### src/rtl/axi_ethernet_v3_01_a_cdc_pkg.sv
`timescale 1ns/1ps
// Shared definitions for the bus-crossing launcher: FSM encodings and
// width helpers used to size the acknowledge-timeout counter.
package axi_ethernet_v3_01_a_cdc_pkg;

    typedef enum logic [1:0] {
        RESYNC   = 2'd0,
        IDLE     = 2'd1,
        WAIT_ACK = 2'd2
    } cdc_state_e;

    // Smallest r such that 2**r >= value (0 for value <= 1).
    function automatic int unsigned clog2(input int unsigned value);
        int unsigned r;
        r = 0;
        for (int unsigned i = 0; i < 32; i++) begin
            if ((33'(1) << i) < 33'(value)) begin
                r = i + 1;
            end
        end
        return r;
    endfunction

    // Counter must hold 0..timeout inclusive; never narrower than one bit.
    function automatic int unsigned cnt_width(input int unsigned timeout);
        int unsigned w;
        w = clog2(timeout + 1);
        return (w == 0) ? 1 : w;
    endfunction

endpackage

### src/rtl/axi_ethernet_v3_01_a_sync_block.sv
`timescale 1ns/1ps
// Two-flop synchronizer for a single asynchronous bit.
//   clk      : destination clock
//   data_in  : asynchronous input
//   data_out : synchronized output, two clk edges of latency
// The flops take INITIALISE at power-up and are deliberately not reset so
// the synchronized view of the peer survives a local reset.
module axi_ethernet_v3_01_a_sync_block #(
    parameter logic [1:0] INITIALISE = 2'b00
) (
    input  logic clk,
    input  logic data_in,
    output logic data_out
);

    logic sync1_q = INITIALISE[0];
    logic sync2_q = INITIALISE[1];

    always_ff @(posedge clk) begin
        sync1_q <= data_in;
        sync2_q <= sync1_q;
    end

    assign data_out = sync2_q;

endmodule

### src/rtl/axi_ethernet_v3_01_a_cdc_bus_tx.sv
`timescale 1ns/1ps
// Source-side launcher for a multi-bit word crossing clock domains with a
// two-phase (toggle) req/ack handshake.
//   clk, resetn  : source clock, synchronous active-low reset
//   data_in      : word to transfer, sampled only on the accept edge
//   data_valid   : data_in valid
//   data_ready   : block can accept a word (IDLE)
//   data_out     : held word, stable from the req_out toggle until done
//   req_out      : request toggle to the destination domain
//   ack_in       : acknowledge toggle from the destination (asynchronous)
//   busy         : transfer outstanding
//   done         : one-cycle pulse when the ack is observed
//   timeout      : one-cycle pulse when the wait reaches TIMEOUT_CYCLES
module axi_ethernet_v3_01_a_cdc_bus_tx
    import axi_ethernet_v3_01_a_cdc_pkg::*;
#(
    parameter int unsigned WIDTH          = 32,
    parameter int unsigned TIMEOUT_CYCLES = 1023
) (
    input  logic             clk,
    input  logic             resetn,
    input  logic [WIDTH-1:0] data_in,
    input  logic             data_valid,
    output logic             data_ready,
    output logic [WIDTH-1:0] data_out,
    output logic             req_out,
    input  logic             ack_in,
    output logic             busy,
    output logic             done,
    output logic             timeout
);

    localparam int unsigned   CNT_W      = cnt_width(TIMEOUT_CYCLES);
    localparam logic [CNT_W-1:0] CNT_MAX = CNT_W'(TIMEOUT_CYCLES);
    localparam bit            TIMEOUT_EN = (TIMEOUT_CYCLES != 0);

    cdc_state_e       state_q, state_d;
    logic [WIDTH-1:0] data_q, data_d;
    logic             req_q, req_d;
    logic [CNT_W-1:0] cnt_q, cnt_d;
    logic             fired_q, fired_d;
    logic             ack_sync;
    logic             balanced;

    axi_ethernet_v3_01_a_sync_block #(
        .INITIALISE (2'b00)
    ) u_ack_sync (
        .clk      (clk),
        .data_in  (ack_in),
        .data_out (ack_sync)
    );

    // Handshake is at rest when the peer has echoed our last toggle.
    assign balanced = (ack_sync == req_q);

    assign data_out = data_q;
    assign req_out  = req_q;

    // Next-state and status decode; status depends only on registers.
    always_comb begin
        state_d    = state_q;
        data_d     = data_q;
        req_d      = req_q;
        cnt_d      = cnt_q;
        fired_d    = fired_q;
        data_ready = 1'b0;
        busy       = 1'b0;
        done       = 1'b0;
        timeout    = 1'b0;

        case (state_q)
            RESYNC: begin
                if (balanced) begin
                    state_d = IDLE;
                end
            end
            IDLE: begin
                data_ready = 1'b1;
                if (data_valid) begin
                    data_d  = data_in;
                    req_d   = ~req_q;
                    cnt_d   = '0;
                    fired_d = 1'b0;
                    state_d = WAIT_ACK;
                end
            end
            WAIT_ACK: begin
                busy = 1'b1;
                if (cnt_q != CNT_MAX) begin
                    cnt_d = cnt_q + CNT_W'(1);
                end
                // Counter saturates, so a fired flag keeps the pulse single.
                if (TIMEOUT_EN && (cnt_q == CNT_MAX) && !fired_q) begin
                    timeout = 1'b1;
                    fired_d = 1'b1;
                end
                // Never abandon a transfer: only the ack leaves this state.
                if (balanced) begin
                    done    = 1'b1;
                    state_d = IDLE;
                end
            end
            default: begin
                state_d = RESYNC;
            end
        endcase
    end

    // State registers; reset drops any in-flight transfer and resyncs.
    always_ff @(posedge clk) begin
        if (!resetn) begin
            state_q <= RESYNC;
            data_q  <= '0;
            req_q   <= 1'b0;
            cnt_q   <= '0;
            fired_q <= 1'b0;
        end else begin
            state_q <= state_d;
            data_q  <= data_d;
            req_q   <= req_d;
            cnt_q   <= cnt_d;
            fired_q <= fired_d;
        end
    end

endmodule

### config.mk
export PLATFORM = sky130hd
export DESIGN_NAME = axi_ethernet_v3_01_a_cdc_bus_tx
export DESIGN_NICKNAME = d
export VERILOG_FILES = /design/src/rtl/axi_ethernet_v3_01_a_cdc_pkg.sv /design/src/rtl/axi_ethernet_v3_01_a_sync_block.sv /design/src/rtl/axi_ethernet_v3_01_a_cdc_bus_tx.sv
export SDC_FILE = /design/constraint.sdc
export NUM_CORES = 1
export LEC_CHECK = 0
export CAP_MARGIN = 20
export CORE_ASPECT_RATIO = 0.6
export CORE_MARGIN = 4
export CORE_UTILIZATION = 45
export DETAILED_ROUTE_END_ITERATION = 10
export DONT_BUFFER_PORTS = 1
export HOLD_SLACK_MARGIN = 0.08
export SLEW_MARGIN = 25
export SYNTH_ARGS = -nofsm -noshare
export SYNTH_HDL_FRONTEND = slang
export SYNTH_SLANG_ARGS = --single-unit
### constraint.sdc
create_clock -name clk -period 1.6 [get_ports clk]
set_input_delay 0.24 -clock clk [delete_from_list [all_inputs] [get_ports clk]]
set_output_delay 0.24 -clock clk [all_outputs]
set_load 0.02 [all_outputs]
# Word level (Yosys, flattened, before mapping)
# Index checks and enable logic that the tools add are counted.
# Widths: inputs -> output; s select.
# totals
wordCells,42
output_inout_bits,37
register_bits,48
input_bits,36
# classes
n_reduce_logical,9
add_sub_neg,1
n_bitwise,1
muxes,15
eq_ne,9
# ops
cell,count
$mux 10,2
$pmux 10 s2,1
$add 10x1->10 const B,1
$eq 10x10->1 const B,1
$ne 10x10->1 const B,1
$mux 1,8
$ne 2x2->1 const B,3
$reduce_and 3->1,2
$mux 2,2
$pmux 2 s2,1
$reduce_and 2->1,2
$eq 2x1->1 const B,1
$eq 2x2->1 const B,1
$logic_not 2->1,1
$ne 2x1->1 const B,1
$pmux 1 s2,1
$reduce_bool 2->1,1
$reduce_or 2->1,1
$eq 1x1->1,1
$logic_and 1x1->1,1
$logic_not 1->1,1
$not 1->1,1

# Depth between registers and ports, before layout
# Gate-level depths: netlist of run 1.
# logic_depth
word_depth,4
ltp_mapped,6
depth_no_buf,5

# By module
# From an unflattened synthesis of run 1, not the netlist that was laid out.
# unflattened
hier_cells,223
area_unflattened_um2,1890.6
# modules_own_cells
module,area_per_inst_um2,seq_area_each_um2,cells_each,instances
axi_ethernet_v3_01_a_cdc_bus_tx,1850.5,920.9,221,1
axi_ethernet_v3_01_a_sync_block,40.0,40.0,2,1

# Worst setup path after synthesis of run 1
# OpenSTA, ideal clock, no wires.
# synth_path
kind,register -> register
start,reg cnt_q[0]
end,reg fired_q
path_stages_with_launch,5
period_less_slack_ns,1.602
setup_ns,0.060
arrival_ns,1.543
n_path_buf,0
required_time_ns,1.540
slack_ns,-0.002
path_cell_list,dfxtp_1 -> ha_1 -> nand4_1 -> nor3_1 -> o21a_1
# synth_between
elab_chain_cells,4
# synth_lines
item,line_no,source
start: declaration,axi_ethernet_v3_01_a_cdc_bus_tx.sv:40,"logic [CNT_W-1:0] cnt_q, cnt_d;"
start signal: assignment,axi_ethernet_v3_01_a_cdc_bus_tx.sv:121,cnt_q <= cnt_d;
$eq 10x10->1,axi_ethernet_v3_01_a_cdc_bus_tx.sv:93,if (TIMEOUT_EN && (cnt_q == CNT_MAX) && !fired_q) begin
$logic_and 1x1->1,axi_ethernet_v3_01_a_cdc_bus_tx.sv:93,
$ne 2x2->1 (no line),n/a,
$reduce_and 3->1 (no line),n/a,
end signal: assignment,axi_ethernet_v3_01_a_cdc_bus_tx.sv:122,fired_q <= fired_d;
end: declaration,axi_ethernet_v3_01_a_cdc_bus_tx.sv:41,"logic fired_q, fired_d;"
# No other way between the ends.
# A chain may end at the register's enable or synchronous reset.

# Worst setup path after layout of run 1
# layout_path
start,reg cnt_q[3]
end,out timeout
# layout_between
elab_chain_cells,4
# layout_lines
item,line_no,source
$eq 10x10->1,axi_ethernet_v3_01_a_cdc_bus_tx.sv:93,
$logic_and 1x1->1,axi_ethernet_v3_01_a_cdc_bus_tx.sv:93,
$mux 1,axi_ethernet_v3_01_a_cdc_bus_tx.sv:93,
$mux 1,axi_ethernet_v3_01_a_cdc_bus_tx.sv:71,case (state_q)
end: declaration,axi_ethernet_v3_01_a_cdc_bus_tx.sv:30,output logic timeout
# No other way between the ends.

==> results of run 1 <==
state kept, by name, indices dropped and copies added, names as in the netlist:
signal               flops
u_ack_sync.sync1_q       1
cnt_q                   10
req_out                  1
state_q                  2
fired_q                  1
u_ack_sync.data_out      1
data_out                32
cell type report:
| class | instances | area (um2) |
|---|---|---|
| multi-input cells | 158 | 906 |
| repair buffers | 35 | 319 |
| flip-flops and latches | 48 | 973 |
| clock buffers | 7 | 86.3 |
| well taps | 57 | 71.3 |
| clock inverters | 1 | 7.51 |
| fillers | 346 | 1470 |
| inverters | 4 | 17.5 |
cells by family (layout without fill, tap and decap cells):
family                   Yosys count  count (layout)
AO/OA/AOI/OAI                     50              50
XOR/XNOR                           2               2
adder cells (fa/ha/maj)            1               1
buffers and inverters             17              47
flip-flops                        48              48
multiplexers                       1               1
AND/OR/NAND/NOR                  104             104
power by group through the flow:
| stage | clock network (W) | logic [W] | registers (W) |
|---|---|---|---|
| 2_1_floorplan | 0 | 0.000133 | 0.00135 |
| 3_3_place_gp | 0 | 0.000172 | 0.00135 |
| 3_5_place_dp | 0 | 0.000181 | 0.00135 |
| 4_1_cts | 0.000763 | 0.000209 | 0.00132 |
| 5_1_grt | 0.000829 | 0.000257 | 0.00133 |
| 6_report | 0.000746 | 0.000228 | 0.00132 |
layer usage:
layer,global-route usage,share of wire,vias up
met2,0.272,0.47,71
met5,0,0,-
li1,-,-,799
met3,0.0674,0.092,7
met1,0.214,0.42,725
met4,0.0794,0.014,0
cell usage in the layout (no fill, tap or decap), types with 2 or more instances in the layout:
cell	n
a21boi_0	33
dfxtp_2	4
dfxtp_4	2
buf_4	17
nand2_1	72
o31ai_1	3
o21ai_0	4
inv_1	3
a21oi_1	4
nand4_1	2
dlygate4sd3_1	16
dfxtp_1	42
clkbuf_8	6
or3_1	2
nand3_1	6
or4_1	3
nor2b_1	2
o21a_1	3
and2_1	4
nor2_1	4
worst register-to-register path, cell delays in order, from the launching register on:
cell,delay [ps]
dfxtp_2,340
ha_4,150
nand4_1,110
o31ai_1,80
buf_4,170
buf_4,140
or3_1,350
a21oi_1,140
what timing repair did:
item / 4_1_cts / 5_1_grt
hold buffers: 12 / 4
resized for setup: 6 / 15
endpoints found under the setup margin: 2 / 4
pin swaps: 1 / 4
buffers inserted: 1 / 4
endpoints found under the hold margin: 19 / 13
stage by stage:
step | setup TNS, ps | power [W] | hold slack, ps | worst slack (ps)
3_5_place_dp | 0 | 0.00153 | 268 | 23.3
3_3_place_gp | 0 | 0.00152 | 268 | 83.8
5_1_grt | -59.1 | 0.00241 | 81.4 | -59.1
6_report | 0 | 0.00230 | 87.2 | 15.3
2_1_floorplan | -2.27 | 0.00148 | 268 | -2.27
4_1_cts | -33.6 | 0.00230 | 80.1 | -33.6
final timing paths:
kind	slack (ps)	to	start
setup reg to reg	50	cnt_q[4]	cnt_q[0]
hold / removal	90	data_out[22]	data_in[22]
setup / recovery	20	timeout	cnt_q[3]
hold reg to reg	340	u_ack_sync.data_out	u_ack_sync.sync1_q
==> impl_metrics.csv, run 1 <==
group,metric,value,unit
run_status,status,"complete, no violations",
setup_path,max_stage_delay,380,ps
yosys,synth_cells,223,
yosys,synth_warnings,0,
detailed_routing,drt-initial-drc-count,43,
place,dp.cells,281,
setup_path,endpoint_kind,"output pin",
clocking,numCtsBuffers,5,
yosys,synthMuxAreaShare,0.00529,
timing,relSlewSlack,0.705,
yosys,synth.most_common_cell,"nand2_1",
power_and_ir_drop,p_leak,0.825,nW
layout,fin_util,0.618,
timing,fin_crit_sh,0.990,
yosys,synth-compound-area-share,0.187,
setup_path,worst-path-buf-inv,1,
power_and_ir_drop,clkPwrFrac,0.325,
detailed_routing,drt-total-wl,4.67,mm
min_path,hold-path-cell-count,2,
detailed_routing,ant_nets,0,
detailed_routing,drc,0,
floorplan,start_util,0.491,
power_and_ir_drop,pwr-share-seq,0.576,
clocking,cts.path.max_buffers,2,
place,gp_congestion,0.847,
timing,finalCriticalPeriod,1580,ps
floorplan,fp.dieH,58.2,um
yosys,synthXorXnorAreaFrac,0.00927,
layout,drive_gt1_frac,0.162,
place,hpwlAfterDp,3.08,mm
global_route,antenna_found_initial,0,
clocking,clock_latency,300,ps
yosys,synth-simple-area-share,0.246,
setup_path,reg2reg_depth,7,
clocking,clk_pin_slew,90,ps
setup_path,crit_family,"simple AND/OR/NAND/NOR gates",
yosys,synth_edf_count,0,
global_route,grt_pass1_wl,7.36,mm
yosys,ys_seq_elements,48,
floorplan,rows,17,
layout,fin_cells,310,
detailed_routing,first_pass_iters,4,
power_and_ir_drop,switchingPower,0.000593,W
setup_path,path_class,"register to output pin",
detailed_routing,wire_per_inst,15.1,um
yosys,synth.distinct_cells,33,
setup_path,crit_path_top_delay_cell,"dfxtp_4",
power_and_ir_drop,p_comb_frac,0.099,
yosys,synth_top_family_by_area,"simple AND/OR/NAND/NOR gates",
detailed_routing,avgViaCountPerCell,5.17,
clocking,cts-root-buf,"clkbuf_8",
setup_path,path_cells,"and4_4 > nand3_4 > nor3_4 > buf_6",
setup_path,crit_required,1360,ps
timing,tightest_slew,441,ps
clocking,cts_sinks,48,
layout,synthToLayoutAreaGrowth,25.9,%
place,port_buffers,0,
timing,finalSetupViolations,0,
floorplan,die-area,5340,um2
yosys,ys_async_sr_fraction,0,
yosys,synth.avg_cell_area,8.48,um2
setup_path,start_kind,"register",
timing,fmax,631,MHz
global_route,grt_max_degree,33,
timing,final-hold-violation-count,0,
timing,slew_violations,0,
floorplan,core_area,3850,um2
yosys,synth_top_area_share,0.508,
layout,fin_nets,289,
yosys,ys_top_cells_by_area,"dfxtp_1 (51%), nand2_1 (14%), a21boi_0 (13%), nand3_1 (1.6%), or4_1 (1.6%)",
clocking,cts_tree,"done",
yosys,ys.flop_type,"dfxtp_1",
yosys,synth_seq_area_share,0.508,
layout,final_area,2380,um2
yosys,post-synth-top-area-cell,"dfxtp_1",
min_path,hp-class,"input pin to register",
power_and_ir_drop,p_int,0.00170,W
timing,rsz0062_at_grt,"yes",
clocking,cts_max_level,2,
floorplan,dieWidth,91.7,um
global_route,grt_use_total,0.174,
power_and_ir_drop,pwr_density_cell,964,nW/um2
floorplan,boundaryPins,73,
yosys,synth_common_cells,"nand2_1 (72), dfxtp_1 (48), a21boi_0 (33)",
yosys,syn-num-nets,260,
detailed_routing,num_vias,1602,
timing,worst_clock_skew,5.48,ps
global_route,overflow,0,
power_and_ir_drop,netSwitchingFraction,0.258,
place,dpl_cell_area,2020,um2
yosys,synthAdderAreaFrac,0.00662,
global_route,first_global_vias,1547,
layout,diodes,0,
job,drv_cap,0,
setup_path,critPathMaxFanout,6,
setup_path,critPathArrivalTime,1340,ps
yosys,synth_area,1890,um2
power_and_ir_drop,max-vdd-ir-drop,0.548,mV
setup_path,crit_cells,4,
Note: power is estimated with default switching activity, not from simulation.
==> run 2, diff against run 1 <==
Settings changed: GPL_TIMING_DRIVEN set to 0.
==> run 2 against run 1 <==
  * Wire length fell by 7.4%
  * Clock power fell by 1%
  * Via count rose by 0.81%
  * Worst hold slack barely moved
  * Sequential power barely moved
  * Global-route usage fell by 0.49 points
  * Sequential share of layout area rose by 1.0 points
  * Cell count fell by 0.97%
  * Register-to-register slack barely moved
  * Worst setup slack got worse by 2.0 ps
  * Critical endpoint unchanged
  * Largest power group unchanged
==> impl_metrics.csv, run 2 (synthesis results as in run 1) <==
group,metric,value,unit
run_status,status,"complete, no violations",
place,port_buffers,0,
detailed_routing,num_vias,1615,
layout,diodes,0,
detailed_routing,drt-initial-drc-count,77,
detailed_routing,first_pass_iters,4,
floorplan,core_area,3850,um2
detailed_routing,drt-total-wl,4.33,mm
job,drv_cap,0,
min_path,hp-class,"input pin to register",
global_route,grt_use_total,0.169,
layout,final_common_cell,"nand2_1",
global_route,grt_max_degree,15,
timing,fmax,630,MHz
power_and_ir_drop,pwr_density_cell,973,nW/um2
place,dpl_cell_area,1960,um2
floorplan,die-area,5340,um2
timing,holdWs,87.5,ps
setup_path,path_class,"register to output pin",
timing,fin_crit_sh,0.992,
global_route,grt_pass1_wl,7.16,mm
global_route,antenna_found_initial,0,
clocking,clk_pin_slew,80,ps
power_and_ir_drop,max-vdd-ir-drop,0.550,mV
detailed_routing,avgViaCountPerCell,5.26,
global_route,first_global_vias,1577,
detailed_routing,wire_per_inst,14.1,um
timing,finalCriticalPeriod,1590,ps
layout,fin_nets,286,
clocking,cts_tree,"done",
clocking,cts_max_level,2,
global_route,overflow,0,
detailed_routing,ant_nets,0,
layout,synthToLayoutAreaGrowth,23.7,%
floorplan,fp.dieH,58.2,um
detailed_routing,drc,0,
place,hpwlAfterDp,3.18,mm
setup_path,rrSetupSlack,40,ps
timing,final-hold-violation-count,0,
place,gp_congestion,0.795,
clocking,cts.path.max_buffers,2,
clocking,cts-root-buf,"clkbuf_8",
clocking,cts_sinks,48,
setup_path,start_kind,"register",
timing,slew_violations,0,
timing,finalSetupViolations,0,
timing,tightest_slew,411,ps
floorplan,start_util,0.491,
setup_path,critPathArrivalTime,1350,ps
layout,mostFrequentLayoutCells,"nand2_1 (72), dfxtp_1 (41), a21boi_0 (33)",
clocking,clock_latency,300,ps
layout,final_area,2340,um2
timing,worst_clock_skew,5.17,ps
timing,rsz0062_at_grt,"yes",
setup_path,endpoint_kind,"output pin",
floorplan,dieWidth,91.7,um
setup_path,crit_required,1360,ps
timing,relSlewSlack,0.726,
floorplan,boundaryPins,73,
clocking,numCtsBuffers,5,
power_and_ir_drop,p_leak,0.794,nW
setup_path,critPathMaxFanout,7,
layout,largest_reg_flops,32,
floorplan,rows,17,
layout,drive_gt1_frac,0.160,
==> run 2: final timing paths <==
check / end / depth (start not counted) / startpoint
max reg2reg: cnt_q[5] / 6 / cnt_q[0]
max: timeout / 3 / cnt_q[2]
min reg2reg: u_ack_sync.data_out / 0 / u_ack_sync.sync1_q
min: data_out[28] / 2 / data_in[28]
==> run 2: cell type report <==
cell class                 instances  area, um2
buffer                            12       65.1
clock buffer                       7       86.3
clock inverter                     1       7.51
fill                             331       1510
inverter                           4       22.5
multi-input combinational        158        921
sequential                        48        980
tap                               57       71.3
timing repair buffer              20        185
==> run 2: metrics by stage <==
stage	setup WS (ps)	total power (W)	utilization	cells	TNS, ps
5_1_grt	-43.9	0.00239	0.607	307	-48.2
3_5_place_dp	-265	0.00153	0.510	280	-5620
4_1_cts	0.667	0.00230	0.597	306	0
3_3_place_gp	-210	0.00151	0.510	280	-3280
6_report	13.3	0.00228	0.607	307	0
2_1_floorplan	-2.27	0.00148	-	223	-2.27
==> run 2: worst max-delay path: stages, from the launching register on <==
cell and delay, ps:
dfxtp_4 390, and4_4 250, nand3_4 110, nor3_4 310
==> run 2: routing by layer <==
metal  global-route usage  up-vias  share of wire
met1                0.194      756           0.44
met4               0.0751        0          0.010
met2                0.288       53           0.47
li1                     -      800              -
met3               0.0610        6          0.083
met5                    0        -              0
==> run 2: power breakdown <==
group	switching, W	internal (W)
logic	0.000118	0.0000986
registers	0.0000860	0.00124
clock network	0.000385	0.000351
==> run 2: timing repair <==
action,4_1_cts,5_1_grt
gates cloned,0,0
hold buffers,13,1
setup endpoints to repair,38,33
buffers inserted,5,1
pin swaps,6,1
endpoints found under the hold margin,13,1
gates resized for setup,23,15
==> run 3, diff against run 2 <==
Settings changed: CELL_PAD_IN_SITES_DETAIL_PLACEMENT set to 1, CELL_PAD_IN_SITES_GLOBAL_PLACEMENT set to 2, CORE_UTILIZATION 45 to 31, PLACE_DENSITY_LB_ADDON set to 0.1, SKIP_CTS_REPAIR_TIMING set to 1.
==> run 3 against run 2 <==
  * Clock-buffer cell count fell by 2
  * Worst setup slack lost 33 ps
  * Critical endpoint unchanged
  * The run now ends with negative setup slack left
  * Largest cell class unchanged
  * Sequential power barely moved
  * Design area grew 0.27%
  * Wire length grew 18%
  * Global-route usage is 2.9 points lower
  * Combinational power shrank 3%
==> impl_metrics.csv, run 3 (synthesis results as in run 1) <==
group,metric,value,unit
layout,largest_reg_flops,32,
layout,diodes,0,
detailed_routing,first_pass_iters,4,
floorplan,core_area,5730,um2
place,hpwlAfterDp,3.95,mm
layout,final_area,2340,um2
layout,synthToLayoutAreaGrowth,24.0,%
clocking,numCtsBuffers,5,
clocking,clock_latency,300,ps
timing,finalCriticalPeriod,1620,ps
setup_path,reg2reg_depth,7,
min_path,hold_path_startpoint,"data_in[6]",
layout,final_common_cell,"nand2_1",
power_and_ir_drop,netSwitchingFraction,0.259,
power_and_ir_drop,p_int,0.00180,W
floorplan,fp.dieH,68.5,um
setup_path,start_kind,"register",
detailed_routing,wire_per_inst,15.8,um
setup_path,r2r-start,"cnt_q[0]",
timing,final-hold-violation-count,0,
place,gp_congestion,0.686,
global_route,grt.met1_usage,0.164,
detailed_routing,avgViaCountPerCell,4.91,
power_and_ir_drop,switchingPower,0.000631,W
setup_path,rrSetupSlack,-10,ps
clocking,cts-root-buf,"clkbuf_8",
global_route,first_global_vias,1647,
setup_path,critPathMaxFanout,5,
timing,fin_crit_sh,1.01,
setup_path,path_class,"register to output pin",
clocking,cts_max_level,2,
job,drv_cap,0,
timing,worst_clock_skew,10.5,ps
global_route,grt_use_met3,0.0614,
global_route,grt_use_total,0.140,
global_route,grt_max_degree,17,
floorplan,die-area,7450,um2
layout,drive_gt1_frac,0.168,
place,port_buffers,0,
clocking,cts_tree,"done",
setup_path,crit_required,1360,ps
place,dpl_cell_area,1990,um2
setup_path,r2r_end,"cnt_q[4]",
power_and_ir_drop,clkPwrFrac,0.367,
timing,finalSetupTns,-28.2,ps
floorplan,boundaryPins,73,
timing,relSlewSlack,0.735,
timing,fin_ws,-19.6,ps
layout,mostFrequentLayoutCells,"nand2_1 (72), dfxtp_1 (40), a21boi_0 (33)",
setup_path,critPathArrivalTime,1380,ps
power_and_ir_drop,p_comb_frac,0.086,
power_and_ir_drop,p_leak,0.787,nW
global_route,antenna_found_initial,0,
clocking,clk_pin_slew,100,ps
floorplan,dieWidth,109,um
run_status,violations,"negative setup slack",
detailed_routing,ant_nets,0,
layout,fin_util,0.409,
clocking,cts.path.max_buffers,2,
detailed_routing,drt-initial-drc-count,28,
floorplan,rows,21,
run_status,status,"finished with violations",
min_path,hp-class,"input pin to register",
floorplan,start_util,0.330,
global_route,met2_usage,0.235,
power_and_ir_drop,max-vdd-ir-drop,0.358,mV
power_and_ir_drop,pwr-share-seq,0.547,
timing,fmax,617,MHz
timing,rsz0062_at_grt,"yes",
detailed_routing,num_vias,1590,
timing,finalSetupViolations,2,
timing,slew_violations,0,
setup_path,endpoint_kind,"output pin",
global_route,overflow,0,
detailed_routing,drc,0,
global_route,busiest_layer,"met2",
clocking,cts_sinks,48,
timing,tightest_slew,396,ps
layout,fin_nets,280,
global_route,grt_pass1_wl,7.96,mm
power_and_ir_drop,pwr_density_cell,1040,nW/um2
detailed_routing,drt-total-wl,5.12,mm
min_path,hold_end,"data_out[6]",
min_path,hold-path-cell-count,2,
==> run 3: changes by cell type in the layout (fill, tap and decap cells not counted), sizes merged <==
| cell | previous run | this run |
|---|---|---|
| dlygate4sd3 | 14 | 9 |
| clkinv | 0 | 3 |
| clkbuf | 15 | 13 |
| buf | 10 | 9 |
| bufinv | 0 | 1 |
| clkinvlp | 1 | 0 |
| inv | 4 | 3 |
==> run 3: worst max-delay path by stage <==
stage / end / cells past startpoint / slack [ps] / start
floorplan: fired_q / 4 / -2 / cnt_q[0]
global placement: cnt_q[0] / 6 / -310 / cnt_q[0]
detailed placement: cnt_q[3] / 6 / -350 / cnt_q[0]
CTS: timeout / 3 / -590 / cnt_q[0]
global route: timeout / 4 / -100 / cnt_q[0]
finish: timeout / 4 / -20 / cnt_q[0]
==> run 3: area by class of cell <==
| class | instances | area, um2 |
|---|---|---|
| fillers | 699 | 3380 |
| flip-flops and latches | 48 | 978 |
| multi-input cells | 158 | 930 |
| repair buffers | 14 | 131 |
| well taps | 80 | 100 |
| clock buffers | 5 | 68.8 |
| plain buffers | 12 | 68.8 |
| clock inverters | 3 | 47.5 |
| inverters | 4 | 20.0 |
==> run 3: routing by layer <==
layer / vias up / routed length [um]
met5: - / 0
met4: 0 / 40
met3: 4 / 485
met2: 50 / 2520
met1: 755 / 2070
li1: 781 / -
==> run 3: through the flow <==
step / hold slack, ps / cells / setup slack, ps / total power (W)
6_report: 82.6 / 324 / -19.6 / 0.00243
5_1_grt: 80.2 / 324 / -97.1 / 0.00256
4_1_cts: -58.5 / 311 / -588 / 0.00244
3_5_place_dp: 268 / 303 / -355 / 0.00154
3_3_place_gp: 268 / 303 / -315 / 0.00152
2_1_floorplan: 268 / 223 / -2.27 / 0.00148
==> run 3: worst max-delay path, stage by stage (launching register included) <==
cell and delay [ps]:
dfxtp_4 380, ha_4 150, nand4_1 130, buf_6 170, nor3_4 240
==> run 3: power groups by stage <==
| stage | clock network [W] | registers (W) | logic [W] |
|---|---|---|---|
| global route | 0.000986 | 0.00134 | 0.000239 |
| floorplan | 0 | 0.00135 | 0.000133 |
| CTS | 0.000928 | 0.00133 | 0.000180 |
| global placement | 0 | 0.00136 | 0.000164 |
| detailed placement | 0 | 0.00136 | 0.000179 |
| finish | 0.000893 | 0.00133 | 0.000210 |
